## config.mk

```make
export PLATFORM = sky130hd
export DESIGN_NAME = mem_port_arbiter
export DESIGN_NICKNAME = d
export VERILOG_FILES = /design/src/rtl/mem_port_arbiter.sv
export SDC_FILE = /design/constraint.sdc
export NUM_CORES = 1
export LEC_CHECK = 0
export BUFFER_PORTS_ARGS = -buffer_cell sky130_fd_sc_hd__clkbuf_2
export CAP_MARGIN = 25
export CORE_MARGIN = 2
export CORE_UTILIZATION = 42
export CTS_CLUSTER_DIAMETER = 200
export DETAILED_ROUTE_END_ITERATION = 7
export GPL_ROUTABILITY_DRIVEN = 0
export PLACE_DENSITY_LB_ADDON = 0.05
export SLEW_MARGIN = 30
export SYNTH_ARGS = -nofsm -noshare
export SYNTH_HDL_FRONTEND = slang
export SYNTH_SLANG_ARGS = --single-unit
```

## constraint.sdc

```tcl
create_clock -name clk -period 1.9 [get_ports clk]
set_clock_uncertainty 0.15 [all_clocks]
set_input_delay 0.19 -clock clk [delete_from_list [all_inputs] [get_ports clk]]
set_output_delay 0.19 -clock clk [all_outputs]
set_load 0.02 [all_outputs]
```

## src/rtl/mem_port_arbiter.sv

```systemverilog
// ============================================================================
// Module  : mem_port_arbiter
// Purpose : Shares one single-port, variable-latency memory between the fetch
//           and data ports, with starvation guard and sticky timeout flag.
// Rev     : 1.0  initial release
// ============================================================================
`default_nettype none

module mem_port_arbiter #(
    parameter int STARVE_LIM = 3,
    parameter int MAX_WAIT   = 15
) (
    input  logic        clk,
    input  logic        rst,
    // fetch port
    input  logic        i_req,
    input  logic [31:0] i_addr,
    output logic [31:0] i_rdata,
    output logic        i_ready,
    // data port
    input  logic        d_req,
    input  logic        d_we,
    input  logic [31:0] d_addr,
    input  logic [31:0] d_wdata,
    output logic [31:0] d_rdata,
    output logic        d_ready,
    // memory side
    output logic        mem_req,
    output logic        mem_we,
    output logic [31:0] mem_addr,
    output logic [31:0] mem_wdata,
    input  logic [31:0] mem_rdata,
    input  logic        mem_ack,
    // pipeline status
    output logic        stall,
    output logic        err
);

    localparam int c_STARVE_W = (STARVE_LIM < 1) ? 1 : $clog2(STARVE_LIM + 1);
    localparam int c_WAIT_W   = (MAX_WAIT < 1) ? 1 : $clog2(MAX_WAIT + 1);
    localparam logic [c_STARVE_W-1:0] c_STARVE_LIM = c_STARVE_W'(STARVE_LIM);
    localparam logic [c_WAIT_W-1:0]   c_MAX_WAIT   = c_WAIT_W'(MAX_WAIT);

    typedef enum logic [1:0] {
        ST_IDLE   = 2'd0,
        ST_I_BUSY = 2'd1,
        ST_D_BUSY = 2'd2,
        ST_DONE   = 2'd3
    } state_t;

    state_t                  r_state;
    logic                    r_mem_req;
    logic                    r_mem_we;
    logic [31:0]             r_mem_addr;
    logic [31:0]             r_mem_wdata;
    logic [31:0]             r_i_rdata;
    logic [31:0]             r_d_rdata;
    logic                    r_i_ready;
    logic                    r_d_ready;
    logic                    r_err;
    logic [c_STARVE_W-1:0]   r_starve_cnt;
    logic [c_WAIT_W-1:0]     r_wait_cnt;

    logic w_starved;
    logic w_grant_d;
    logic w_grant_i;
    logic w_timeout;
    logic [31:0] w_cap_data;

    // Data port normally wins (older instruction) unless fetch has been starved.
    assign w_starved  = i_req && (r_starve_cnt == c_STARVE_LIM);
    assign w_grant_d  = (r_state == ST_IDLE) && d_req && !w_starved;
    assign w_grant_i  = (r_state == ST_IDLE) && !w_grant_d && i_req;
    assign w_timeout  = !mem_ack && (r_wait_cnt == c_MAX_WAIT);
    assign w_cap_data = mem_ack ? mem_rdata : 32'h0;

    always_ff @(posedge clk or negedge rst) begin
        if (!rst) begin
            r_state      <= ST_IDLE;
            r_mem_req    <= 1'b0;
            r_mem_we     <= 1'b0;
            r_mem_addr   <= 32'h0;
            r_mem_wdata  <= 32'h0;
            r_i_rdata    <= 32'h0;
            r_d_rdata    <= 32'h0;
            r_i_ready    <= 1'b0;
            r_d_ready    <= 1'b0;
            r_err        <= 1'b0;
            r_starve_cnt <= '0;
            r_wait_cnt   <= '0;
        end else begin
            if (!i_req) begin
                r_starve_cnt <= '0;
            end

            case (r_state)
                ST_IDLE: begin
                    if (w_grant_d) begin
                        r_state     <= ST_D_BUSY;
                        r_mem_req   <= 1'b1;
                        r_mem_we    <= d_we;
                        r_mem_addr  <= d_addr;
                        r_mem_wdata <= d_wdata;
                        r_wait_cnt  <= '0;
                        if (i_req && (r_starve_cnt != c_STARVE_LIM)) begin
                            r_starve_cnt <= r_starve_cnt + c_STARVE_W'(1);
                        end
                    end else if (w_grant_i) begin
                        r_state      <= ST_I_BUSY;
                        r_mem_req    <= 1'b1;
                        r_mem_we     <= 1'b0;
                        r_mem_addr   <= i_addr;
                        r_wait_cnt   <= '0;
                        r_starve_cnt <= '0;
                    end
                end

                ST_I_BUSY, ST_D_BUSY: begin
                    if (mem_ack || w_timeout) begin
                        r_state   <= ST_DONE;
                        r_mem_req <= 1'b0;
                        if (w_timeout) begin
                            r_err <= 1'b1;
                        end
                        if (r_state == ST_I_BUSY) begin
                            r_i_rdata <= w_cap_data;
                            r_i_ready <= 1'b1;
                        end else begin
                            // Stores complete without touching the load-data register.
                            if (!r_mem_we) begin
                                r_d_rdata <= w_cap_data;
                            end
                            r_d_ready <= 1'b1;
                        end
                    end else begin
                        r_wait_cnt <= r_wait_cnt + c_WAIT_W'(1);
                    end
                end

                ST_DONE: begin
                    r_i_ready <= 1'b0;
                    r_d_ready <= 1'b0;
                    r_state   <= ST_IDLE;
                end

                default: begin
                    r_state <= ST_IDLE;
                end
            endcase
        end
    end

    assign mem_req   = r_mem_req;
    assign mem_we    = r_mem_we;
    assign mem_addr  = r_mem_addr;
    assign mem_wdata = r_mem_wdata;
    assign i_rdata   = r_i_rdata;
    assign d_rdata   = r_d_rdata;
    assign i_ready   = r_i_ready;
    assign d_ready   = r_d_ready;
    assign err       = r_err;
    assign stall     = (i_req && !r_i_ready) || (d_req && !r_d_ready);

endmodule

`default_nettype wire

```

==> qor.yml <==
status:
  status: "complete, no violations"
synth:
  ys_seq_elements: 141
  synth_area_um2: 6170
  synth_cells: 551
  ys_async_sr_fraction: 1.00
  synth_edf_count: 0
  synth_nets: 691
  synth.distinct_cells: 42
  synth_flop_cell: "dfrtp_1"
  synth-warning-count: 0
  avgSynthCellArea_um2: 11.2
  seq_area_frac_synth: 0.572
setup_path:
  crit_chain: "inv_1 -> buf_4 -> ha_1 -> nor3b_2 -> nand2_1 -> buf_12 -> a22o_1"
  ff2ff_path_depth: 7
  cpPeakStageDelay_ns: 0.37
  critPathArrivalTime_ns: 1.99
  crit_slowest_cell: "dfrtp_1"
  path_delay_family: "buffers and inverters"
  criticalPathCategory: "reg2reg"
  cp_data_required_time_ns: 2.05
  cp.depth: 7
  end_kind: "flip-flop"
  cp-start-kind: "flip-flop"
  cp_max_fo: 31
  worst-path-buf-inv: 3
finish:
  diodes: 0
  most-common-layout-cells: "clkbuf_2 (266), dfrtp_1 (141), dlygate4sd3_1 (131)"
  n_fill_cell: 1075
  multi_input_area_um2: 2390
  fin_nets: 1097
  post-route-util: 0.691
  area_delta_synth_final_pct: 61.6
  register_area_um2: 3530
  final_common_cell: "clkbuf_2"
  drive_above_1_share: 0.389
sta:
  holdWs_ns: 0.0522
  fmax_ghz: 0.543
  tns_ns: 0
  slew_headroom: 0.759
  period_minus_slack_ns: 1.84
  setup_viol: 0
  worst_slew_pin_slew_ns: 0.361
  finalHoldViolations: 0
  slew_viol_final: 0
  min_period_over_period: 0.969
drt:
  wl_per_cell_um: 17.1
  drtIter0Drc: 371
  drc_errors: 0
  num_vias: 6077
  ant_nets: 0
  dr.pass1.iters: 5
  vias_per_cell: 5.27
  drt-total-wl_um: 19700
place:
  dp_hpwl_um: 12600
  port-buffer-count: 267
power_and_ir_drop:
  p_per_area_nw_per_um2: 1660
  p_leak_nw: 4.84
  p_total_w: 0.0165
  worst_ir_drop_vdd_mv: 0.927
flow_run:
  cap_viol_max_count: 0
floorplanning:
  start_util: 0.427
  core_um2: 14400
  die_h_um: 125
  fp-row-count: 44
  ios: 268
  die_area_um2: 15700
  die_x_um: 125
cts:
  cts_sinks: 141
  cts_made_buffers: 17
  clk_pin_slew_worst_paths_ns: 0.06
  insertion_delay_ns: 0.41
  clock-root-buffer: "clkbuf_16"
  cts_tree: "built"
  htree_num_levels: 4
  cts_max_path_buffers: 2
min_path:
  worstHoldPathCells: 3
  hp-class: "in2reg"
global_routing:
  grt_pass1_vias: 6238
  grt_usage: 0.251
  grt_pass1_wl_um: 31700
  grt_max_degree: 54
  overflow: 0
  antenna_found_initial: 0
worst paths after layout:
check                                        from                         to  slack (ns)
setup / recovery           r_state[1]$_DFFE_PN0P_    d_rdata[17]$_DFFE_PN0P_        0.06
setup reg to reg           r_state[1]$_DFFE_PN0P_    d_rdata[17]$_DFFE_PN0P_        0.06
hold / removal                              d_req  r_starve_cnt[1]$_DFF_PN0_        0.05
max in group asynchronous                     rst   mem_addr[28]$_DFFE_PN0P_        0.91
hold reg to reg                   err$_DFFE_PN0P_            err$_DFFE_PN0P_        0.33
min in group asynchronous                     rst   mem_addr[18]$_DFFE_PN0P_        0.10
worst reg2reg max path: cells and delay by family, from the launching register on:
family	cells	cell delay (ns)
buffers and inverters	3	0.40
AND/OR/NAND/NOR	2	0.40
flip-flops	1	0.37
AO/OA/AOI/OAI	1	0.21
adder cells (fa/ha/maj)	1	0.20
flip-flops by register name (all words and copies together) (netlist names):
signal,cells
r_state,2
i_rdata,32
i_ready,1
d_ready,1
d_rdata,32
mem_wdata,32
mem_addr,32
err,1
mem_we,1
mem_req,1
r_starve_cnt,2
r_wait_cnt,4
layer usage:
layer / track usage / vias to the layer above / wire [µm]
li1: - / 2825 / -
met5: 0 / - / 0
met1: 0.309 / 2963 / 7860
met4: 0.0856 / 0 / 426
met3: 0.0603 / 33 / 1300
met2: 0.433 / 256 / 10100
cell families (layout without fill, tap and decap cells):
family          Yosys count  in the layout  synth area share
buf+inv                  55            474            0.0442
mux                      34             34            0.0795
compound gates          183            183             0.182
simple gates            132            132             0.110
fa+ha+maj                 6              6            0.0122
flops                   141            141             0.572
where the power goes:
group / total [W] / internal, W / switching (W)
clock network: 0.00381 / 0.00251 / 0.00130
registers: 0.00518 / 0.00437 / 0.000811
logic: 0.00756 / 0.00324 / 0.00432
final cells by class:
type,instances,area share
clock buffers,19,0.0445
clock inverters,13,0.0234
inverters,6,0.00226
multi-input cells,355,0.240
flip-flops and latches,141,0.354
well taps,184,0.0231
repair buffers,436,0.312
through the flow:
stage          setup WS, ns  area, µm²  instances
3_5_place_dp        -0.0184       7910        990
2_1_floorplan        0.0694       6170        551
6_report             0.0593       9960       1154
3_3_place_gp          0.103       7910        990
4_1_cts              0.0303       9900       1153
5_1_grt             -0.0171       9960       1154
Yosys cell counts, drive strengths merged (4+ instances only):
library cell,n,share of area
nand2,37,0.023
a31oi,33,0.034
nor2,37,0.025
ha,6,0.012
clkbuf,18,0.011
nand4,32,0.032
mux2,33,0.078
buf,31,0.030
inv,6,0.0037
o21ai,103,0.084
dfrtp,141,0.57
a21oi,4,0.0032
a22o,32,0.045
nand3,8,0.0065
repair_timing:
action,4_1_cts,5_1_grt
gates cloned,0,1
setup endpoints to repair,1,76
pin swaps,0,0
gates resized for setup,1,12
hold buffers,131,0
setup buffers,0,0
endpoints found under the hold margin,272,0
(Power assumes the default switching activity.)
